--- config.mk ---
export PLATFORM = sky130hd
export DESIGN_NAME = ubtb_update_sched_flat
export DESIGN_NICKNAME = d
export VERILOG_FILES = /design/src/rtl/ubtb_update_sched_pkg.sv /design/src/rtl/ubtb_update_sched_if.sv /design/src/rtl/ubtb_upd_arbiter.sv /design/src/rtl/ubtb_update_sched.sv /design/src/flat_wrapper.sv
export SDC_FILE = /design/constraint.sdc
export NUM_CORES = 1
export LEC_CHECK = 0
export ABC_AREA = 1
export ABC_CLOCK_PERIOD_IN_PS = 11650
export BUFFER_PORTS_ARGS = -buffer_cell sky130_fd_sc_hd__buf_4
export CAP_MARGIN = 40
export CELL_PAD_IN_SITES_DETAIL_PLACEMENT = 1
export CELL_PAD_IN_SITES_GLOBAL_PLACEMENT = 1
export CORE_UTILIZATION = 25
export DETAILED_ROUTE_END_ITERATION = 7
export GPL_TIMING_DRIVEN = 1
export PLACE_DENSITY = 0.58
export SETUP_SLACK_MARGIN = 0.5
export SKIP_LAST_GASP = 1
export SLEW_MARGIN = 10
export SYNTH_ARGS = -nofsm -noshare
export SYNTH_HDL_FRONTEND = slang
export SYNTH_SLANG_ARGS = --single-unit
--- constraint.sdc ---
create_clock -name clk -period 11.65 [get_ports clk]
set_input_delay 0.5825 -clock clk [delete_from_list [all_inputs] [get_ports clk]]
set_output_delay 0.5825 -clock clk [all_outputs]
set_load 0.1 [all_outputs]
--- src/rtl/ubtb_update_sched_pkg.sv ---
// Shared types and defaults for the micro-BTB update scheduler.
// Tag width follows the uBTB tag-size define so both sides stay in step.
`ifndef UBTB_TAG_SIZE
`define UBTB_TAG_SIZE 8
`endif

package ubtb_update_sched_pkg;

   localparam int UBTB_TAG_W      = `UBTB_TAG_SIZE;
   localparam int UBTB_DATA_W     = 64;
   localparam int UBTB_UPD_DEPTH  = 4;
   localparam int UBTB_STARVE_MAX = 3;

   typedef struct packed {
      logic [UBTB_TAG_W-1:0]  tag;
      logic [UBTB_DATA_W-1:0] data;
   } UBtbUpdReq;

endpackage

--- src/rtl/ubtb_update_sched_if.sv ---
// Request/update bus of the uBTB update scheduler.
// master = FSQ/BPU + uBTB side, slave = scheduler.
interface ubtb_update_sched_if
   import ubtb_update_sched_pkg::*;
#(
   parameter int TAG_W  = UBTB_TAG_W,
   parameter int DATA_W = UBTB_DATA_W,
   parameter int DEPTH  = UBTB_UPD_DEPTH
) ();

   logic                     flush;
   logic                     cmt_valid;
   logic                     cmt_ready;
   logic [TAG_W-1:0]         cmt_tag;
   logic [DATA_W-1:0]        cmt_data;
   logic                     pred_valid;
   logic                     pred_ready;
   logic [TAG_W-1:0]         pred_tag;
   logic [DATA_W-1:0]        pred_data;
   logic                     upd_valid;
   logic                     upd_ready;
   logic [TAG_W-1:0]         upd_tag;
   logic [DATA_W-1:0]        upd_data;
   logic [$clog2(DEPTH):0]   occupancy;

   modport master (
      output flush, cmt_valid, cmt_tag, cmt_data,
      output pred_valid, pred_tag, pred_data, upd_ready,
      input  cmt_ready, pred_ready, upd_valid, upd_tag, upd_data, occupancy
   );

   modport slave (
      input  flush, cmt_valid, cmt_tag, cmt_data,
      input  pred_valid, pred_tag, pred_data, upd_ready,
      output cmt_ready, pred_ready, upd_valid, upd_tag, upd_data, occupancy
   );

endinterface

--- src/rtl/ubtb_upd_arbiter.sv ---
// Two-port priority arbiter: commit wins unless the correction port has lost
// STARVE_MAX cycles in a row, in which case the correction port is forced through.
module ubtb_upd_arbiter
   import ubtb_update_sched_pkg::*;
#(
   parameter int TAG_W      = UBTB_TAG_W,
   parameter int DATA_W     = UBTB_DATA_W,
   parameter int STARVE_MAX = UBTB_STARVE_MAX
) (
   input  logic              clk,
   input  logic              rst,
   input  logic              i_flush,
   input  logic              i_cmt_valid,
   input  logic [TAG_W-1:0]  i_cmt_tag,
   input  logic [DATA_W-1:0] i_cmt_data,
   input  logic              i_pred_valid,
   input  logic [TAG_W-1:0]  i_pred_tag,
   input  logic [DATA_W-1:0] i_pred_data,
   input  logic              i_pred_acc,
   output logic              o_gnt_cmt,
   output logic              o_gnt_pred,
   output logic [TAG_W-1:0]  o_sel_tag,
   output logic [DATA_W-1:0] o_sel_data
);

   localparam int            SW   = $clog2(STARVE_MAX + 1);
   localparam logic [SW-1:0] SMAX = SW'(STARVE_MAX);

   logic [SW-1:0] r_starve;
   logic          w_force;

   assign w_force    = (r_starve == SMAX) & i_pred_valid;
   assign o_gnt_cmt  = i_cmt_valid & ~w_force;
   assign o_gnt_pred = i_pred_valid & ~o_gnt_cmt;
   assign o_sel_tag  = o_gnt_pred ? i_pred_tag  : i_cmt_tag;
   assign o_sel_data = o_gnt_pred ? i_pred_data : i_cmt_data;

   // A granted-but-blocked pred (queue full) neither counts as a loss nor clears.
   always_ff @(posedge clk or posedge rst) begin
      if (rst) begin
         r_starve <= '0;
      end else if (i_flush || !i_pred_valid || i_pred_acc) begin
         r_starve <= '0;
      end else if (o_gnt_cmt && r_starve != SMAX) begin
         r_starve <= r_starve + 1'b1;
      end
   end

endmodule

--- src/rtl/ubtb_update_sched.sv ---
// Coalescing update queue in front of the single uBTB update port.
// Same-tag writes merge in place; FIFO order follows first allocation.
module ubtb_update_sched
   import ubtb_update_sched_pkg::*;
#(
   parameter int DEPTH      = UBTB_UPD_DEPTH,
   parameter int TAG_W      = UBTB_TAG_W,
   parameter int DATA_W     = UBTB_DATA_W,
   parameter int STARVE_MAX = UBTB_STARVE_MAX
) (
   input  logic                clk,
   input  logic                rst,
   ubtb_update_sched_if.slave  io_bus
);

   localparam int PW = $clog2(DEPTH);
   localparam int CW = PW + 1;

   logic [TAG_W-1:0]  r_tag  [DEPTH];
   logic [DATA_W-1:0] r_data [DEPTH];
   logic [DEPTH-1:0]  r_vld;
   logic [PW-1:0]     r_head;
   logic [PW-1:0]     r_tail;
   logic [CW-1:0]     r_cnt;

   logic              w_gnt_cmt;
   logic              w_gnt_pred;
   logic [TAG_W-1:0]  w_sel_tag;
   logic [DATA_W-1:0] w_sel_data;
   logic              w_deq;
   logic              w_full;
   logic [DEPTH-1:0]  w_hit;
   logic              w_any_hit;
   logic [PW-1:0]     w_hit_idx;
   logic              w_can;
   logic              w_acc;
   logic              w_alloc;
   logic              w_coal;
   logic              w_cmt_rdy;
   logic              w_pred_rdy;

   ubtb_upd_arbiter #(
      .TAG_W      (TAG_W),
      .DATA_W     (DATA_W),
      .STARVE_MAX (STARVE_MAX)
   ) u_arb (
      .clk          (clk),
      .rst          (rst),
      .i_flush      (io_bus.flush),
      .i_cmt_valid  (io_bus.cmt_valid),
      .i_cmt_tag    (io_bus.cmt_tag),
      .i_cmt_data   (io_bus.cmt_data),
      .i_pred_valid (io_bus.pred_valid),
      .i_pred_tag   (io_bus.pred_tag),
      .i_pred_data  (io_bus.pred_data),
      .i_pred_acc   (w_pred_rdy),
      .o_gnt_cmt    (w_gnt_cmt),
      .o_gnt_pred   (w_gnt_pred),
      .o_sel_tag    (w_sel_tag),
      .o_sel_data   (w_sel_data)
   );

   assign w_deq  = r_vld[r_head] & io_bus.upd_ready;
   assign w_full = (r_cnt == CW'(DEPTH));

   // The head leaving this cycle must not absorb a merge, or the write is lost.
   always_comb begin
      w_hit = '0;
      for (int i = 0; i < DEPTH; i++) begin
         w_hit[i] = r_vld[i] && (r_tag[i] == w_sel_tag) &&
                    !(w_deq && (PW'(i) == r_head));
      end
   end

   // Tags are unique in the queue, so OR-ing the indices is a valid encoder.
   always_comb begin
      w_hit_idx = '0;
      for (int i = 0; i < DEPTH; i++) begin
         if (w_hit[i]) w_hit_idx = w_hit_idx | PW'(i);
      end
   end

   assign w_any_hit  = |w_hit;
   assign w_can      = ~rst & ~io_bus.flush & (w_any_hit | ~w_full | w_deq);
   assign w_cmt_rdy  = w_gnt_cmt & w_can;
   assign w_pred_rdy = w_gnt_pred & w_can;
   assign w_acc      = w_cmt_rdy | w_pred_rdy;
   assign w_alloc    = w_acc & ~w_any_hit;
   assign w_coal     = w_acc & w_any_hit;

   always_ff @(posedge clk or posedge rst) begin
      if (rst) begin
         for (int i = 0; i < DEPTH; i++) begin
            r_tag[i]  <= '0;
            r_data[i] <= '0;
         end
         r_vld  <= '0;
         r_head <= '0;
         r_tail <= '0;
         r_cnt  <= '0;
      end else if (io_bus.flush) begin
         r_vld  <= '0;
         r_head <= '0;
         r_tail <= '0;
         r_cnt  <= '0;
      end else begin
         if (w_deq) begin
            r_vld[r_head] <= 1'b0;
            r_head        <= r_head + 1'b1;
         end
         if (w_coal) begin
            r_data[w_hit_idx] <= w_sel_data;
         end
         // Full+dequeue reuses the slot being freed; the later set wins.
         if (w_alloc) begin
            r_vld[r_tail]  <= 1'b1;
            r_tag[r_tail]  <= w_sel_tag;
            r_data[r_tail] <= w_sel_data;
            r_tail         <= r_tail + 1'b1;
         end
         r_cnt <= r_cnt + CW'(w_alloc) - CW'(w_deq);
      end
   end

   assign io_bus.cmt_ready  = w_cmt_rdy;
   assign io_bus.pred_ready = w_pred_rdy;
   assign io_bus.upd_valid  = r_vld[r_head];
   assign io_bus.upd_tag    = r_tag[r_head];
   assign io_bus.upd_data   = r_data[r_head];
   assign io_bus.occupancy  = r_cnt;

endmodule

--- src/flat_wrapper.sv ---
// flat-port wrapper written by rule: the top's interface ports become plain ports
module ubtb_update_sched_flat import ubtb_update_sched_pkg::*;
#(
   parameter int DEPTH      = UBTB_UPD_DEPTH,
   parameter int TAG_W      = UBTB_TAG_W,
   parameter int DATA_W     = UBTB_DATA_W,
   parameter int STARVE_MAX = UBTB_STARVE_MAX
)
  (clk, rst, io_bus_flush, io_bus_cmt_valid, io_bus_cmt_tag, io_bus_cmt_data, io_bus_pred_valid, io_bus_pred_tag, io_bus_pred_data, io_bus_upd_ready, io_bus_cmt_ready, io_bus_pred_ready, io_bus_upd_valid, io_bus_upd_tag, io_bus_upd_data, io_bus_occupancy);
  ubtb_update_sched_if #(.TAG_W(TAG_W), .DATA_W(DATA_W), .DEPTH(DEPTH)) io_bus_i ();
  input  logic clk;
  input  logic rst;
  input wire logic [$bits(io_bus_i.flush)-1:0] io_bus_flush;
  input wire logic [$bits(io_bus_i.cmt_valid)-1:0] io_bus_cmt_valid;
  input wire logic [$bits(io_bus_i.cmt_tag)-1:0] io_bus_cmt_tag;
  input wire logic [$bits(io_bus_i.cmt_data)-1:0] io_bus_cmt_data;
  input wire logic [$bits(io_bus_i.pred_valid)-1:0] io_bus_pred_valid;
  input wire logic [$bits(io_bus_i.pred_tag)-1:0] io_bus_pred_tag;
  input wire logic [$bits(io_bus_i.pred_data)-1:0] io_bus_pred_data;
  input wire logic [$bits(io_bus_i.upd_ready)-1:0] io_bus_upd_ready;
  output wire logic [$bits(io_bus_i.cmt_ready)-1:0] io_bus_cmt_ready;
  output wire logic [$bits(io_bus_i.pred_ready)-1:0] io_bus_pred_ready;
  output wire logic [$bits(io_bus_i.upd_valid)-1:0] io_bus_upd_valid;
  output wire logic [$bits(io_bus_i.upd_tag)-1:0] io_bus_upd_tag;
  output wire logic [$bits(io_bus_i.upd_data)-1:0] io_bus_upd_data;
  output wire logic [$bits(io_bus_i.occupancy)-1:0] io_bus_occupancy;
  assign io_bus_i.flush = io_bus_flush;
  assign io_bus_i.cmt_valid = io_bus_cmt_valid;
  assign io_bus_i.cmt_tag = io_bus_cmt_tag;
  assign io_bus_i.cmt_data = io_bus_cmt_data;
  assign io_bus_i.pred_valid = io_bus_pred_valid;
  assign io_bus_i.pred_tag = io_bus_pred_tag;
  assign io_bus_i.pred_data = io_bus_pred_data;
  assign io_bus_i.upd_ready = io_bus_upd_ready;
  assign io_bus_cmt_ready = io_bus_i.cmt_ready;
  assign io_bus_pred_ready = io_bus_i.pred_ready;
  assign io_bus_upd_valid = io_bus_i.upd_valid;
  assign io_bus_upd_tag = io_bus_i.upd_tag;
  assign io_bus_upd_data = io_bus_i.upd_data;
  assign io_bus_occupancy = io_bus_i.occupancy;
  ubtb_update_sched #(.DEPTH(DEPTH), .TAG_W(TAG_W), .DATA_W(DATA_W), .STARVE_MAX(STARVE_MAX)) u_core (.clk(clk), .rst(rst), .io_bus(io_bus_i));
endmodule
Yosys cells after proc, flatten, opt, wreduce, memory -nomap -nowiden
Cells that the tools add are included.
{"block": "word_totals", "word_cells": 132, "output_inout_bits": 78, "ff_bits": 301, "input_bits": 150}
{"block": "op_classes", "order_cmp": 9, "n_reduce_logical": 30, "n_eq_ne": 10, "addsub": 5, "mux": 40, "bitwise": 25}
{"op": "$mux W256", "count": 3}
{"op": "$bwmux W256", "count": 2}
{"op": "$mux W64", "count": 5}
{"op": "$demux W64 S2", "count": 2}
{"op": "$bmux W64 S2", "count": 1}
{"op": "$bwmux W32", "count": 1}
{"op": "$eq A8 B8 Y1", "count": 4}
{"op": "$mux W8", "count": 4}
{"op": "$logic_and A1 B1 Y1", "count": 17}
{"op": "$bmux W8 S2", "count": 1}
{"op": "$demux W8 S2", "count": 1}
{"op": "$mux W2", "count": 8}
{"op": "$mux W4", "count": 4}
{"op": "$and A1 B1 Y1", "count": 10}
{"op": "$ge A3 B3 Y1 const B", "count": 3}
{"op": "$not A2 Y3", "count": 3}
{"op": "$add A2 B1 Y2 const B", "count": 3}
{"op": "$lt A2 B3 Y1 const B", "count": 2}
{"op": "$lt A3 B1 Y1 const B", "count": 2}
{"op": "$not A1 Y1", "count": 6}
{"op": "$reduce_bool A2 Y1", "count": 3}
{"op": "$logic_not A1 Y1", "count": 5}
{"op": "$and A4 B4 Y4", "count": 1}
{"op": "$demux W1 S2", "count": 2}
{"op": "other kinds (18)", "count": 26}

Depth between registers and ports, before layout
Gate-level depths: netlist of the first run.
{"block": "depth", "depth_word": 23, "ltp_mapped": 23, "depth_no_buf": 22}

Modules after synthesis
A second synthesis of the first run with hierarchy kept.
{"block": "unflattened", "cells_unflattened": 2116, "hier_area_um2": 15916.5}
{"module": "ubtb_update_sched", "cells_per_inst": 1856, "seq_area_each_um2": 7482.2, "instances": 1, "area_per_inst_um2": 14689.1}
{"module": "ubtb_upd_arbiter", "cells_per_inst": 260, "seq_area_each_um2": 50.0, "instances": 1, "area_per_inst_um2": 1227.4}

Worst setup path before layout of the first run
OpenSTA, ideal clock, no wires.
{"block": "synth_path", "path_type": "register -> output", "startpoint": "register u_core.r_head[0]", "endpoint": "output io_bus_upd_tag[4]", "path_stages_with_launch": 7, "path_buffers": 3, "setup_slack_ps": 8260, "arrival_ps": 2808, "t_required_ps": 11068, "path_cell_list": "dfrtp_1 -> inv_2 -> buf_2 -> clkbuf_1 -> clkbuf_1 -> a21oi_1 -> a21oi_1"}
{"block": "synth_via", "elab_chain_cells": 4}
{"item": "start: declaration", "line_no": "ubtb_update_sched.sv:22", "source": "logic [PW-1:0] r_head;"}
{"item": "start signal: assignment", "line_no": "ubtb_update_sched.sv:109", "source": "r_head <= r_head + 1'b1;"}
{"item": "$not A2 Y3 (not written as such)", "line_no": "ubtb_update_sched.sv:128", "source": "assign io_bus.upd_tag = r_tag[r_head];"}
{"item": "$bmux W8 S2", "line_no": "ubtb_update_sched.sv:128"}
{"item": "$mux W8 (not written as such) (2 in a row)", "line_no": "ubtb_update_sched.sv:128"}
{"item": "end: declaration", "line_no": "flat_wrapper.sv:24", "source": "output wire logic [$bits(io_bus_i.upd_tag)-1:0] io_bus_upd_tag;"}
Every way passes these cells. The select of a mux whose other input is x is not followed.

Worst setup path after layout of the first run
{"block": "layout_path", "startpoint": "register u_core.u_arb.r_starve[0]", "endpoint": "register u_core.r_data[235] (netlist name)"}
{"block": "layout_via", "elab_chain_cells": 23, "elab_cells_between_ends": 44, "classes_between": "2 x order compare; 5 x eq/ne; 12 x mux; 15 x bitwise; 10 x reduce/logical"}
{"item": "start: declaration", "line_no": "ubtb_upd_arbiter.sv:29", "source": "logic [SW-1:0] r_starve;"}
{"item": "start signal: assignment", "line_no": "ubtb_upd_arbiter.sv:45", "source": "r_starve <= r_starve + 1'b1;"}
{"item": "$eq A2 B2 Y1 *", "line_no": "ubtb_upd_arbiter.sv:32", "source": "assign w_force = (r_starve == SMAX) & i_pred_valid;"}
{"item": "$and A1 B1 Y1 *", "line_no": "ubtb_upd_arbiter.sv:32"}
{"item": "$not A1 Y1 *", "line_no": "ubtb_upd_arbiter.sv:33", "source": "assign o_gnt_cmt = i_cmt_valid & ~w_force;"}
{"item": "$and A1 B1 Y1 *", "line_no": "ubtb_upd_arbiter.sv:33"}
{"item": "$not A1 Y1", "line_no": "ubtb_upd_arbiter.sv:34", "source": "assign o_gnt_pred = i_pred_valid & ~o_gnt_cmt;"}
{"item": "$and A1 B1 Y1", "line_no": "ubtb_upd_arbiter.sv:34"}
{"item": "$mux W8", "line_no": "ubtb_upd_arbiter.sv:35", "source": "assign o_sel_tag = o_gnt_pred ? i_pred_tag : i_cmt_tag;"}
{"item": "$eq A8 B8 Y1", "line_no": "ubtb_update_sched.sv:70", "source": "w_hit[i] = r_vld[i] && (r_tag[i] == w_sel_tag) &&"}
{"item": "[7 not listed]"}
{"item": "$logic_and A1 B1 Y1 (not written as such)", "line_no": "ubtb_update_sched.sv:112", "source": "r_data[w_hit_idx] <= w_sel_data;"}
{"item": "$mux W64 (not written as such)", "line_no": "ubtb_update_sched.sv:112"}
{"item": "$demux W64 S2", "line_no": "ubtb_update_sched.sv:112"}
{"item": "$bwmux W256", "line_no": "ubtb_update_sched.sv:112"}
{"item": "$mux W256", "line_no": "ubtb_update_sched.sv:111", "source": "if (w_coal) begin"}
{"item": "$mux W256", "line_no": "ubtb_update_sched.sv:101", "source": "end else if (io_bus.flush) begin"}
{"item": "$bwmux W256", "line_no": "ubtb_update_sched.sv:118", "source": "r_data[r_tail] <= w_sel_data;"}
{"item": "$mux W256 *", "line_no": "ubtb_update_sched.sv:115", "source": "if (w_alloc) begin"}
{"item": "end signal: indexed assignment", "line_no": "ubtb_update_sched.sv:112"}
{"item": "end signal: indexed assignment", "line_no": "ubtb_update_sched.sv:118"}
{"item": "end: declaration", "line_no": "ubtb_update_sched.sv:20", "source": "logic [DATA_W-1:0] r_data [DEPTH];"}
Mark *: on every way between the ends. The rest lies on a longest branch, timed or not. The select of a mux whose other input is x is not followed.
A chain may end at the register's enable or synchronous reset.

==> flow_summary_export.csv, run 1 <==
group,metric,value,unit
status,run_status,"complete, no violations",
drt,num_vias,15500,
clock_tree,clock_insertion_delay_worst_skew,0.56,ns
synth,synth_cell_area,16100,sq um
worst_setup_path,crit_required,12.09,ns
drt,wirelength,63100,um
die,floorplan.initialDensity,25.4,%
layout,layout.cells.most_common_list,"sky130_fd_sc_hd__nand2_1, sky130_fd_sc_hd__dfrtp_1, sky130_fd_sc_hd__nand3_1",
clock_tree,post_cts_buffers,0,
die,fp.coreArea,63300,sq um
global_routing,gr-total-overflow,0,
global_routing,first_pass_grt_wire_length,99600,um
synth,synth.ff_latch_count,301,
sta,unrepaired_setup_endpoints_after_global_routing,"false",
layout,multiInputGateArea,7320,sq um
synth,netlist_top_cells_area,"sky130_fd_sc_hd__dfrtp_1, sky130_fd_sc_hd__nand2_1, sky130_fd_sc_hd__nand3_1, sky130_fd_sc_hd__o21ai_0, sky130_fd_sc_hd__nor2_1",
worst_setup_path,critical_path_peak_fanout,46,
clock_tree,tritoncts,"yes",
drt,postRouteAntennaNets,0,
clock_tree,worst_setup_hold_path_clk_slew,0.06,ns
layout,num-fill-cells,7733,
worst_setup_path,endpoint_kind,"flip-flop",
die,die_area,65200,sq um
clock_tree,cts_made_buffers,38,
sta,setup_viol_count_final,0,
clock_tree,quantity_of_gates_resized_following_cts,0,
run,maxCapViolations,0,
layout,postLayoutCellArea,19700,sq um
synth,ys_seq_area_share,46.9,%
clock_tree,cts_hold_repair.buffers,0,
sta,final_hold_viol_count,0,
place,postPlaceCellArea,18400,sq um
global_routing,grt_antenna_before_repair,0,
sta,fin_crit_sh,42.7,%
clock_tree,ctsRootBufferMaster,"sky130_fd_sc_hd__clkbuf_16",
synth,ys_async_sr_fraction,100,%
synth,synth_fp_nets,2328,
sta,timing_worst_slew_pin_value,0.823,ns
place,port_buffers,227,
sta,clock.fmax,201,MHz
sta,fin_crit,4.97,ns
synth,synth-main-ff-cell,"sky130_fd_sc_hd__dfrtp_1",
sta,skew,0.0210,ns
worst_setup_path,setup.worst_path.class,"flip-flop to flip-flop",
sta,headroom_to_the_max_slew_limit,45.1,%
synth,synth_enable_flop_cells,0,
sta,finalMaxSlewViolations,0,
clock_tree,cts-root-to-sink-buffers,3,
global_routing,grt_pass1_vias,16600,
layout,finalNetCount,2478,
global_routing,grt_start_max_net_pins,104,
drt,route.detailed.vias_per_inst,4.84,
worst_setup_path,worstSetupStartpointType,"flip-flop",
worst_setup_path,worst-r2r-cell-count,23,
die,dieHeight,255,um
drt,drt_iter0_markers,881,
layout,area.growth.synth_to_final,22.9,%
worst_setup_path,worst_ep_arrival_time,5.41,ns
die,row_count,92,
layout,post_route_cells_drive_above_1_share,15.3,%
global_routing,globalRouteTotalUtil,19.5,%
die,floorplan.io_pins,228,
synth,yosys.area.top_type,"sky130_fd_sc_hd__dfrtp_1",
drt,drt-pass1-iter-count,5,
place,gp_congestion,0.759,
pwr,leakage_power_of_the_design,10.5,nW
pwr,peakVddDrop,0.166,mV
synth,gate_count_of_the_mapped_netlist,2166,
layout,final_common_cell,"sky130_fd_sc_hd__nand2_1",
clock_tree,ctsHtreeMaxLevel,2,
synth,synth.yosys.warnings,0,
synth,count_of_unique_library_cells_instantiated_by_yosys,33,
layout,num_antenna_cells,0,
die,die_width,255,um
min_path,holdCritPathClass,"input pin to async pin",
drt,drc,0,
place,place.detailed.hpwl,39100,um
sta,setup-tns-final,0,ns
layout,register_area,7540,sq um
pwr,pwr_density_cell,276,nW/um^2
drt,avgRoutedWirePerCell,19.8,um
synth,synth.top_cell.area_share,46.9,%
synth,postSynthAreaPerCell,7.41,sq um
clock_tree,clock_sinks,301,
[per-stage QoR]
stage	hold WS (ns)	power (W)	utilization (%)	instances	setup WS, ns
after floorplan	0.470	0.00353	-	2166	2.75
after global placement	0.483	0.00414	28.5	3107	6.15
after detailed placement	0.490	0.00421	29.1	3122	6.65
after CTS	0.211	0.00550	31.2	3191	6.63
after global routing	0.255	0.00573	31.2	3191	6.16
final	0.191	0.00544	31.2	3191	6.68
[power by group]
| part | leakage [nW] | internal (W) | switching, W | total (W) |
|---|---|---|---|---|
| registers | 3.97 | 0.00140 | 0.000213 | 0.00162 |
| logic | 5.88 | 0.000616 | 0.00194 | 0.00256 |
| clock network | 0.651 | 0.000775 | 0.000489 | 0.00126 |
[path summary, 6_finish.rpt]
path | start | endpoint | slack [ns]
max reg2reg | u_core.u_arb.r_starve[0] | u_core.r_data[235] | 6.68
max in group asynchronous | rst | u_core.r_head[1] | 9.80
min in group clk | io_bus_flush | u_core.io_bus.occupancy[0] | 0.27
min | rst | u_core.u_arb.r_starve[0] | 0.19
max | u_core.u_arb.r_starve[0] | u_core.r_data[235] | 6.68
min reg2reg | u_core.r_data[74] | u_core.r_data[74] | 0.50
[cell usage after synthesis, types with 2 or more instances]
| library cell | count |
|---|---|
| sky130_fd_sc_hd__buf_4 | 16 |
| sky130_fd_sc_hd__nand3_2 | 9 |
| sky130_fd_sc_hd__clkbuf_1 | 56 |
| sky130_fd_sc_hd__nand2_1 | 869 |
| sky130_fd_sc_hd__buf_2 | 33 |
| sky130_fd_sc_hd__o22ai_1 | 66 |
| sky130_fd_sc_hd__ha_1 | 11 |
| sky130_fd_sc_hd__inv_1 | 66 |
| sky130_fd_sc_hd__xnor2_1 | 2 |
| sky130_fd_sc_hd__nand2_4 | 10 |
| sky130_fd_sc_hd__o21ai_1 | 8 |
| sky130_fd_sc_hd__nor2_1 | 159 |
| sky130_fd_sc_hd__dfrtp_1 | 301 |
| sky130_fd_sc_hd__buf_1 | 6 |
| sky130_fd_sc_hd__o21ai_0 | 168 |
| sky130_fd_sc_hd__buf_6 | 37 |
| sky130_fd_sc_hd__nand3_1 | 293 |
| sky130_fd_sc_hd__nand3b_1 | 6 |
| sky130_fd_sc_hd__nor3_1 | 2 |
| sky130_fd_sc_hd__xor2_1 | 4 |
| sky130_fd_sc_hd__nand2_2 | 7 |
| sky130_fd_sc_hd__inv_2 | 6 |
| sky130_fd_sc_hd__a21oi_1 | 21 |
[worst max-delay path, stage by stage (launching register included)]
cell and delay (ns):
sky130_fd_sc_hd__dfrtp_1 0.39, sky130_fd_sc_hd__ha_1 0.20, sky130_fd_sc_hd__inv_1 0.11, sky130_fd_sc_hd__nand2_4 0.16
sky130_fd_sc_hd__nand2_4 0.41, sky130_fd_sc_hd__buf_4 0.57, sky130_fd_sc_hd__nand2_1 0.22, sky130_fd_sc_hd__nand2_2 0.18
sky130_fd_sc_hd__nand2_1 0.07, sky130_fd_sc_hd__nand2_1 0.11, sky130_fd_sc_hd__nor2_1 0.07, sky130_fd_sc_hd__nand3_1 0.08
sky130_fd_sc_hd__nor2_1 0.04, sky130_fd_sc_hd__nor2_1 0.15, sky130_fd_sc_hd__nand3_2 0.12, sky130_fd_sc_hd__nand3_2 0.11
sky130_fd_sc_hd__nand2_2 0.17, sky130_fd_sc_hd__nand3_4 0.08, sky130_fd_sc_hd__buf_4 0.34, sky130_fd_sc_hd__buf_16 0.29
sky130_fd_sc_hd__nand2_4 0.38, sky130_fd_sc_hd__buf_12 0.34, sky130_fd_sc_hd__nand2_1 0.10, sky130_fd_sc_hd__nand2_1 0.06
[final cells by class]
class / instances / area share (%)
multi-input cells: 1643 / 37.1
well taps: 846 / 5.36
clock buffers: 57 / 5.86
inverters: 73 / 1.45
repair buffers: 259 / 11.2
flip-flops and latches: 301 / 38.2
clock inverters: 12 / 0.843
[logic make-up (layout without fill, tap and decap cells)]
group           count (synthesis)  count (layout)  synth area share, %
simple gates                 1359            1359                 35.2
flops                         301             301                 46.9
compound gates                266             266                 8.90
buf+inv                       222             401                 7.64
fa+ha+maj                      12              12                0.982
xor+xnor                        6               6                0.327
[flip-flops by register name (all words and copies together), names as in the netlist]
signal	flops
u_core.r_data	256
u_core.r_head	2
u_core.r_vld	4
u_core.r_tail	2
u_core.r_tag	32
u_core.io_bus.occupancy	3
u_core.u_arb.r_starve	2
[routing by layer]
| layer | share of wire (%) | GRT usage [%] | vias to the layer above |
|---|---|---|---|
| met5 | 0 | 0 | - |
| met4 | 2.7 | 6.48 | 0 |
| met3 | 3.8 | 2.20 | 97 |
| met2 | 48 | 32.6 | 325 |
| met1 | 46 | 26.0 | 7740 |
| li1 | - | - | 7289 |
Note: power is estimated with default switching activity, not from simulation.
==> run 2, diff against run 1 <==
- ABC_AREA: 1 -> 0
- ABC_CLOCK_PERIOD_IN_PS: 11650 -> 4200
- PLACE_DENSITY: 0.58 -> 0.56
- clock period: 11.65 -> 4.2 ns (I/O delays scaled with it)
==> run 2 against run 1 <==
Non-clock buffer count is 11 higher. Utilization rose by 1.1 points. Setup slack got worse by 6.0 ns. Sequential cell count unchanged. Combinational power rose to 2.6 times the previous value. Largest power group unchanged. Sequential share of layout area rose by 1.1 points. Maximum frequency rose by 40%. Die area down 5.5%. Critical endpoint is now u_core.r_data[178]. Routed wire length decreased by 30%. Hold slack worse by 0.14 ns. Total power grew to 2.6 times the previous value.
==> flow_summary_export.csv, run 2 <==
group,metric,value,unit
layout,num-fill-cells,6454,
sta,setup_viol_count_final,0,
synth,synth.top_cell.area_share,49.7,%
global_routing,grt_antenna_before_repair,0,
sta,timing_worst_slew_pin_value,0.828,ns
drt,postRouteAntennaNets,0,
clock_tree,worst_setup_hold_path_clk_slew,0.06,ns
drt,drt_iter0_markers,414,
sta,final_hold_viol_count,0,
sta,fin_crit,3.55,ns
synth,synth_common_cells,"sky130_fd_sc_hd__dfrtp_1, sky130_fd_sc_hd__nand2_1, sky130_fd_sc_hd__mux2_2",
synth,synth-main-ff-cell,"sky130_fd_sc_hd__dfrtp_1",
pwr,pwr_density_cell,747,nW/um^2
clock_tree,tritoncts,"yes",
pwr,leakage_power_of_the_design,8.77,nW
place,post-place-cells,2143,
global_routing,globalRouteTotalUtil,14.6,%
worst_setup_path,crit_path_end,"u_core.r_data[178]",
worst_setup_path,worstSetupStartpointType,"flip-flop",
pwr,peakVddDrop,0.467,mV
layout,post_route_cells_drive_above_1_share,43.4,%
die,fp.coreArea,59500,sq um
worst_setup_path,endpoint_kind,"flip-flop",
layout,final_common_cell,"sky130_fd_sc_hd__dfrtp_1",
layout,top_registers,"u_core.r_data (256), u_core.r_tag (32), u_core.r_vld (4)",
synth,synth.ff_latch_count,301,
drt,drc,0,
place,place.detailed.hpwl,30400,um
synth,yosys.area.top_type,"sky130_fd_sc_hd__dfrtp_1",
sta,unrepaired_setup_endpoints_after_global_routing,"false",
die,floorplan.io_pins,228,
worst_setup_path,rr_startpoint,"u_core.u_arb.r_starve[0]",
layout,final_cells,2221,
layout,largest_register_ff_count,256,
clock_tree,cts-root-to-sink-buffers,3,
sta,finalMaxSlewViolations,0,
global_routing,grt_pass1_vias,11300,
synth,synth.yosys.warnings,0,
synth,synth_fp_nets,1344,
global_routing,gr-total-overflow,0,
sta,fin_ws,0.648,ns
clock_tree,ctsHtreeMaxLevel,2,
layout,finalNetCount,1586,
drt,num_vias,10500,
status,run_status,"complete, no violations",
min_path,holdCritPathClass,"input pin to flip-flop",
worst_setup_path,r2r_setup_slk,0.65,ns
sta,headroom_to_the_max_slew_limit,44.8,%
sta,fin_crit_sh,84.6,%
synth,count_of_unique_library_cells_instantiated_by_yosys,68,
worst_setup_path,setup.worst_path.class,"flip-flop to flip-flop",
worst_setup_path,startpoint_of_the_worst_setup_timing_path,"u_core.u_arb.r_starve[0]",
place,gp_congestion,0.849,
global_routing,first_pass_grt_wire_length,68800,um
drt,drt-pass1-iter-count,4,
layout,num_antenna_cells,0,
clock_tree,cts_made_buffers,37,
drt,route.detailed.vias_per_inst,4.71,
clock_tree,clock_sinks,301,
die,die_width,248,um
worst_setup_path,crit_required,4.62,ns
layout,area.growth.synth_to_final,26.6,%
die,row_count,89,
worst_setup_path,critical_path_peak_fanout,48,
worst_setup_path,worst-r2r-cell-count,11,
layout,postLayoutCellArea,19200,sq um
synth,synth_enable_flop_cells,0,
place,port_buffers,227,
drt,avgRoutedWirePerCell,19.9,um
die,dieHeight,248,um
place,postPlaceCellArea,17800,sq um
clock_tree,ctsRootBufferMaster,"sky130_fd_sc_hd__clkbuf_16",
die,floorplan.initialDensity,25.5,%
synth,synth.most_common_cell,"sky130_fd_sc_hd__dfrtp_1",
worst_setup_path,r2r_end,"u_core.r_data[178]",
global_routing,grt_start_max_net_pins,148,
sta,clock.fmax,282,MHz
clock_tree,clock_insertion_delay_worst_skew,0.54,ns
synth,ys_async_sr_fraction,100,%
place,placement.setup.worst_slack,0.432,ns
synth,netlist_top_cells_area,"sky130_fd_sc_hd__dfrtp_1, sky130_fd_sc_hd__mux2_2, sky130_fd_sc_hd__mux4_2, sky130_fd_sc_hd__mux2_1, sky130_fd_sc_hd__nand2_1",
layout,layout.cells.most_common_list,"sky130_fd_sc_hd__dfrtp_1, sky130_fd_sc_hd__buf_4, sky130_fd_sc_hd__nand2_1",
drt,wirelength,44100,um
synth,synth_cell_area,15200,sq um
layout,registers.top_by_ff_count,"u_core.r_data",
die,die_area,61600,sq um
sta,skew,0.0202,ns
synth,postSynthAreaPerCell,12.8,sq um
synth,ys_seq_area_share,49.7,%
run,maxCapViolations,0,
worst_setup_path,worst_ep_arrival_time,3.97,ns
synth,gate_count_of_the_mapped_netlist,1182,
## run 2: cell count changes after synthesis, moves of 72 or more
cell,delta
sky130_fd_sc_hd__nand2_1,-653
sky130_fd_sc_hd__nand3_1,-268
sky130_fd_sc_hd__mux2_2,+194
sky130_fd_sc_hd__nor2_1,-146
sky130_fd_sc_hd__o21ai_0,-144
sky130_fd_sc_hd__mux2_1,+83
sky130_fd_sc_hd__mux4_2,+72
## run 2: cell families after synthesis
logic type | Yosys count | share of synthesized area [%]
AOI/OAI and AO/OA | 97 | 4.62
buffers and inverters | 94 | 3.17
xor gates and xnor gates | 17 | 0.983
muxes | 354 | 31.6
DFF | 301 | 49.7
and+or+nand+nor | 307 | 8.83
adders and majority gates | 12 | 1.04
## run 2: cell type report
cell class	count	area [sq um]	area share, %
inverters	26	101	0.528
well taps	773	967	5.04
flip-flops and latches	301	7540	39.3
clock buffers	54	1060	5.52
clock inverters	9	73.8	0.385
repair buffers	270	2190	11.4
multi-input cells	788	7250	37.8
## run 2: worst min path at each step
stage / from / cells past startpoint / to / slack, ns
after floorplan: rst / 2 / u_core.u_arb.r_starve[1] / 0.38
after global placement: rst / 2 / u_core.u_arb.r_starve[1] / 0.33
after detailed placement: rst / 2 / u_core.u_arb.r_starve[1] / 0.35
after CTS: io_bus_pred_data[5] / 4 / u_core.r_data[5] / 0.02
after global routing: io_bus_pred_data[3] / 4 / u_core.r_data[3] / 0.04
final: io_bus_pred_data[5] / 4 / u_core.r_data[5] / 0.05
## run 2: power breakdown
part           switching [W]  leakage [nW]  total (W)  internal [W]
clock                0.00125         0.556    0.00300       0.00175
sequential          0.000682          3.83    0.00473       0.00405
combinational        0.00440          4.38    0.00659       0.00219
total                0.00634          8.77     0.0143       0.00799
## run 2: per-layer routing
metal | GRT usage (%) | vias to the layer above | wire [um]
met5 | 0 | - | 0
met4 | 3.80 | 0 | 827
met3 | 2.55 | 57 | 2130
met2 | 24.2 | 217 | 21700
met1 | 19.6 | 5444 | 19500
li1 | - | 4750 | -
## run 2: per-stage QoR
step / utilization [%] / power, W / setup TNS [ns] / hold WS [ns]
final: 32.3 / 0.0143 / 0 / 0.0532
after global routing: 32.3 / 0.0151 / 0 / 0.0435
after CTS: 32.1 / 0.0145 / 0 / 0.0224
after detailed placement: 30.0 / 0.0114 / 0 / 0.345
after global placement: 29.9 / 0.0112 / 0 / 0.333
after floorplan: - / 0.00983 / -7.25 / 0.385
## run 2: repair_timing
| item | CTS | global route |
|---|---|---|
| pin swaps | 2 | 4 |
| setup endpoints to repair | 165 | 202 |
| gates cloned | 1 | 0 |
| gates resized for setup | 9 | 26 |
| hold endpoints to repair | 27 | 0 |
| setup buffers | 9 | 3 |
| hold buffers | 2 | 0 |
## run 2: worst max-delay path, stage by stage (launching register included)
cell and delay [ns]:
sky130_fd_sc_hd__dfrtp_1 0.41, sky130_fd_sc_hd__ha_2 0.22, sky130_fd_sc_hd__and2b_4 0.33, sky130_fd_sc_hd__buf_4 0.15, sky130_fd_sc_hd__o21ai_2 0.07, sky130_fd_sc_hd__a32o_1 0.29
sky130_fd_sc_hd__nor4_1 0.43, sky130_fd_sc_hd__a21oi_2 0.19, sky130_fd_sc_hd__o2111a_1 0.30, sky130_fd_sc_hd__a31oi_4 0.25, sky130_fd_sc_hd__clkbuf_16 0.37, sky130_fd_sc_hd__mux2_2 0.38
